### src/rtl/pulse_period_monitor.sv
// Pulse period monitor: measures the interval between upstream timer pulses,
// declares lock after a run of in-window intervals, and flags early/missing pulses.
module pulse_period_monitor #(
  parameter int PERIOD     = 12,
  parameter int TOL        = 0,
  parameter int LOCK_COUNT = 3,
  parameter int CNT_W      = 8
) (
  input  logic             clock,
  input  logic             reset,
  input  logic             enable,
  input  logic             pulse,
  output logic             locked,
  output logic             err_early,
  output logic             err_timeout,
  output logic [CNT_W-1:0] last_period,
  output logic [7:0]       err_count
);

  localparam logic [1:0] ST_IDLE   = 2'd0;
  localparam logic [1:0] ST_ACQ    = 2'd1;
  localparam logic [1:0] ST_LOCKED = 2'd2;

  localparam int GOOD_W = $clog2(LOCK_COUNT + 1);

  localparam logic [CNT_W-1:0]  WIN_LO    = CNT_W'(PERIOD - TOL);
  localparam logic [CNT_W-1:0]  WIN_HI    = CNT_W'(PERIOD + TOL);
  localparam logic [CNT_W-1:0]  GAP_MAX   = '1;
  localparam logic [GOOD_W-1:0] GOOD_LAST = GOOD_W'(LOCK_COUNT - 1);

  logic [1:0]       state_q, state_d;
  logic [CNT_W-1:0] gap_q, gap_d;
  logic [GOOD_W-1:0] good_q, good_d;
  logic             early_q, early_d;
  logic             timeout_q, timeout_d;
  logic [CNT_W-1:0] last_q, last_d;
  logic [7:0]       err_q, err_d;

  logic is_early, is_in_win, is_timeout;

  // gap_q holds the interval measured so far; a pulse edge sees the full interval.
  always_comb begin
    is_early   = gap_q < WIN_LO;
    is_in_win  = !is_early && (gap_q <= WIN_HI);
    is_timeout = !pulse && (gap_q == WIN_HI);
  end

  // NOTE: every signal gets a default at the top of the block so no path leaves
  // it unassigned; that is what keeps this combinational logic free of latches.
  always_comb begin
    gap_d     = pulse ? CNT_W'(1) : ((gap_q == GAP_MAX) ? gap_q : gap_q + CNT_W'(1));
    state_d   = state_q;
    good_d    = good_q;
    early_d   = 1'b0;
    timeout_d = 1'b0;
    last_d    = last_q;

    if (!enable) begin
      state_d = ST_IDLE;
      good_d  = '0;
    end else begin
      unique case (state_q)
        ST_IDLE: begin
          if (pulse) begin
            state_d = ST_ACQ;
            good_d  = '0;
          end
        end
        ST_ACQ, ST_LOCKED: begin
          if (pulse) begin
            last_d = gap_q;
            if (is_early) begin
              early_d = 1'b1;
              good_d  = '0;
              state_d = ST_ACQ;
            end else if (is_in_win) begin
              if (state_q == ST_ACQ) begin
                good_d = good_q + GOOD_W'(1);
                if (good_q == GOOD_LAST) state_d = ST_LOCKED;
              end
            end else begin
              // Late pulse cannot follow a timeout-free interval; fall back safely.
              state_d = ST_IDLE;
              good_d  = '0;
            end
          end else if (is_timeout) begin
            timeout_d = 1'b1;
            state_d   = ST_IDLE;
            good_d    = '0;
          end
        end
        default: begin
          state_d = ST_IDLE;
          good_d  = '0;
        end
      endcase
    end

    err_d = err_q;
    if ((early_d || timeout_d) && (err_q != 8'hFF)) err_d = err_q + 8'd1;
  end

  // NOTE: sequential state uses non-blocking assignments so every flop samples
  // the pre-edge values regardless of statement order.
  always_ff @(posedge clock) begin
    if (reset) begin
      state_q   <= ST_IDLE;
      gap_q     <= '0;
      good_q    <= '0;
      early_q   <= 1'b0;
      timeout_q <= 1'b0;
      last_q    <= '0;
      err_q     <= '0;
    end else begin
      state_q   <= state_d;
      gap_q     <= gap_d;
      good_q    <= good_d;
      early_q   <= early_d;
      timeout_q <= timeout_d;
      last_q    <= last_d;
      err_q     <= err_d;
    end
  end

  assign locked      = (state_q == ST_LOCKED);
  assign err_early   = early_q;
  assign err_timeout = timeout_q;
  assign last_period = last_q;
  assign err_count   = err_q;

endmodule

### config.mk
export PLATFORM = sky130hd
export DESIGN_NAME = pulse_period_monitor
export DESIGN_NICKNAME = d
export VERILOG_FILES = /design/src/rtl/pulse_period_monitor.sv
export SDC_FILE = /design/constraint.sdc
export NUM_CORES = 1
export LEC_CHECK = 0
export BUFFER_PORTS_ARGS = -buffer_cell sky130_fd_sc_hd__buf_2
export CORE_ASPECT_RATIO = 0.7
export CORE_MARGIN = 5
export CORE_UTILIZATION = 45
export CTS_CLUSTER_SIZE = 24
export DETAILED_ROUTE_END_ITERATION = 16
export PLACE_DENSITY = 0.75
export SLEW_MARGIN = 20
export SYNTH_ARGS = -nofsm -noshare
export SYNTH_HDL_FRONTEND = slang
export SYNTH_SLANG_ARGS = --single-unit
### constraint.sdc
create_clock -name clock -period 2.4 [get_ports clock]
set_input_delay 0.36 -clock clock [delete_from_list [all_inputs] [get_ports clock]]
set_output_delay 0.36 -clock clock [all_outputs]
set_load 0.01 [all_outputs]
==> qor.txt <==
maximum fanout along the worst path - 15
Tot GR Track Use - 0.1685
Site Rows - 17
die area - 4584 sq um
FF-to-FF End - err_count[5]$_SDFFE_PP0P_
total CTS buffers - 5
Post-synth ARST share - 0
First-pass DRT Iterations - 4
final hold violations - 0
switching power - 0.2356 mW
Via-to-Cell Ratio - 5.943
Synth Area per Inst - 8.985 sq um
Reg2Reg Setup Slack - 420 ps
post-synth cell types - 41
Finished Layout Cells - 228
Worst Reg-to-Reg Cells - 6
H-tree Lvls - 2
DR DRC count - 0
sequential share of the synthesized area - 0.4027
met2 usage - 0.2503
sw frac - 0.2227
Routed Antenna Nets - 0
Final #Nets - 201
Sum Neg Setup Slack - 0 ps
clk_lat worst skew - 290 ps
M1 GR Usage - 0.2124
Ant. Diodes - 0
EDFF count, synth - 0
r2r startpoint - state_q[0]$_SDFFE_PP0P_
clk slew on worst S/H paths - 70 ps
ys flop type - dfxtp_1
FMAX - 0.5046 GHz
most common cell after layout, fill and taps aside - dfxtp_1
crit path launch - state_q[0]$_SDFFE_PP0P_
wire per inst - 15.74 um
status - completed
Worst VDD drop - 0.0003487 V
area grow syn2layout - 16.19%
top cells by area, synth - dfxtp_1, ha_1, mux2i_1, nor2_1, a21oi_1
Max Cap Viol - 0
antenna violations before repair - 0
grt peak-use layer - met2
GP Congestion - 0.8979
# IOs - 23
Critical Path End - err_count[5]$_SDFFE_PP0P_
post-DP HPWL - 2.655 mm
clock skew - 6.555 ps
Placed Cells - 220
clk sinks - 30
fin crit share - 0.8258
cts-stage hold buffer count - 0
Root Driver - clkbuf_8
final wirelength - 3.588 mm
setup repair bufs after CTS - 0
CTS max path bufs - 2
Syn Nets - 178
P_leak - 0.7060 nW
internal power - 0.8225 mW
vias - 1355
PwrDens - 610.6 nW/um^2
count of final setup violators - 0
first-pass GRT wire length - 5.934 mm
Placeable Area - 3169 sq um
Critical Path RT - 2620 ps
number of global-route vias before repair - 1280
yosys warns - 0
gr ovfl total - 0
relative slew slack - 0.5549
number of port buffers - 22
pin count of the biggest net entering global routing - 18
Die Y - 58.17 um
initial core utilization - 0.4706
Clock power frac - 0.476
DR iter-0 viols - 93
hold path cells - 3
Worst Setup End Kind - flop
#FFs+latches synth - 30
Post-Syn Area - 1491 sq um
ratio of cells with drive above 1 in the final layout - 0.1947
Reg power frac - 0.479
Max Slew Vio Count - 0
combinational power share - 0.045
post-synth top area cell - dfxtp_1
top-area cell type share of the netlist area - 0.4027
Worst-Margin Slew - 663.6 ps
Synth Instances - 166
commonest cells after routing, fill and taps aside - dfxtp_1, buf_2, nor2_1
RSZ-0062 raised after global routing - false
Resized cells post-CTS - 0
CTS tree - built
GRT met3 Usage - 0.05745
Worst setup SP type - flop
WS Path Type - flop to flop
DIE WIDTH - 78.81 um
Worst EP arrival - 2200 ps
fin crit period - 1982 ps
PnR Total Power - 1.058 mW
Hold Crit Class - input port to flop
## per-layer routing
layer / wire [um] / vias to the layer above
met5: 0 / -
met4: 58 / 0
met3: 252 / 7
met2: 1581 / 47
met1: 1696 / 645
li1: - / 656
## stage by stage
step,setup slack [ps],instance area [sq um],hold slack (ps),util
after CTS,450.0,1733,353.9,0.5468
after floorplan,655.6,1491,449.6,-
after global routing,189.8,1733,379.4,0.5468
after detailed placement,464.6,1624,474.4,0.5124
final,418.2,1733,368.6,0.5468
after global placement,563.7,1624,463.7,0.5124
## how the worst min path moves through the flow
stage / start / slack [ps] / end
4_1_cts: enable / 350 / err_timeout$_SDFF_PP0_
6_report: enable / 370 / err_timeout$_SDFF_PP0_
5_1_grt: enable / 380 / err_timeout$_SDFF_PP0_
3_5_place_dp: last_period[0]$_SDFFE_PP0P_ / 470 / last_period[0]$_SDFFE_PP0P_
2_1_floorplan: good_q[0]$_SDFFE_PP0P_ / 450 / good_q[0]$_SDFFE_PP0P_
3_3_place_gp: good_q[0]$_SDFFE_PP0P_ / 460 / good_q[0]$_SDFFE_PP0P_
## logic make-up after synthesis
group / count (synthesis) / synth area share
mux: 8 / 0.05369
xor+xnor: 2 / 0.01175
fa+ha+maj: 8 / 0.06712
flops: 30 / 0.4027
simple gates: 64 / 0.2416
compound gates: 39 / 0.1812
buf+inv: 15 / 0.04195
## synth_stat cells, types with 2 or more instances
cell type,count
nand3_1,10
or2_2,2
or3_1,2
inv_1,8
o21bai_1,2
and4b_1,2
o2111ai_1,2
a211oi_1,2
or4_1,4
a21oi_1,12
ha_1,8
nor3_1,4
mux2i_1,8
a31oi_1,3
dfxtp_1,30
nand2_1,10
buf_2,2
nor2_1,19
o21ai_0,7
clkbuf_1,4
o31ai_1,4
nand4_1,2
## power by group through the flow
stage | registers (mW) | clock network (mW) | logic [mW]
4_1_cts | 0.507 | 0.514 | 0.0463
5_1_grt | 0.508 | 0.540 | 0.0523
3_3_place_gp | 0.518 | 0 | 0.0443
3_5_place_dp | 0.519 | 0 | 0.0461
6_report | 0.507 | 0.504 | 0.0472
2_1_floorplan | 0.517 | 0 | 0.0342
## area by class of cell
cell class	instances	area, sq um
fill	298	1436
multi-input combinational	121	828.3
sequential	30	600.6
timing repair buffer	23	117.6
clock buffer	5	68.82
tap	38	47.55
clock inverter	3	40.04
inverter	8	30.03
## state kept, by name, indices dropped and copies added (netlist names)
name and flops:
last_period 8, state_q 2, err_early 1, err_timeout 1
good_q 2, gap_q 8, err_count 8
## critical path: stages (launching register included)
cell	delay [ps]
dfxtp_1	390
inv_1	90
ha_1	390
o2111ai_1	160
buf_4	210
or4_1	510
a21oi_1	160
No activity file was read; power rests on OpenSTA's default activity.
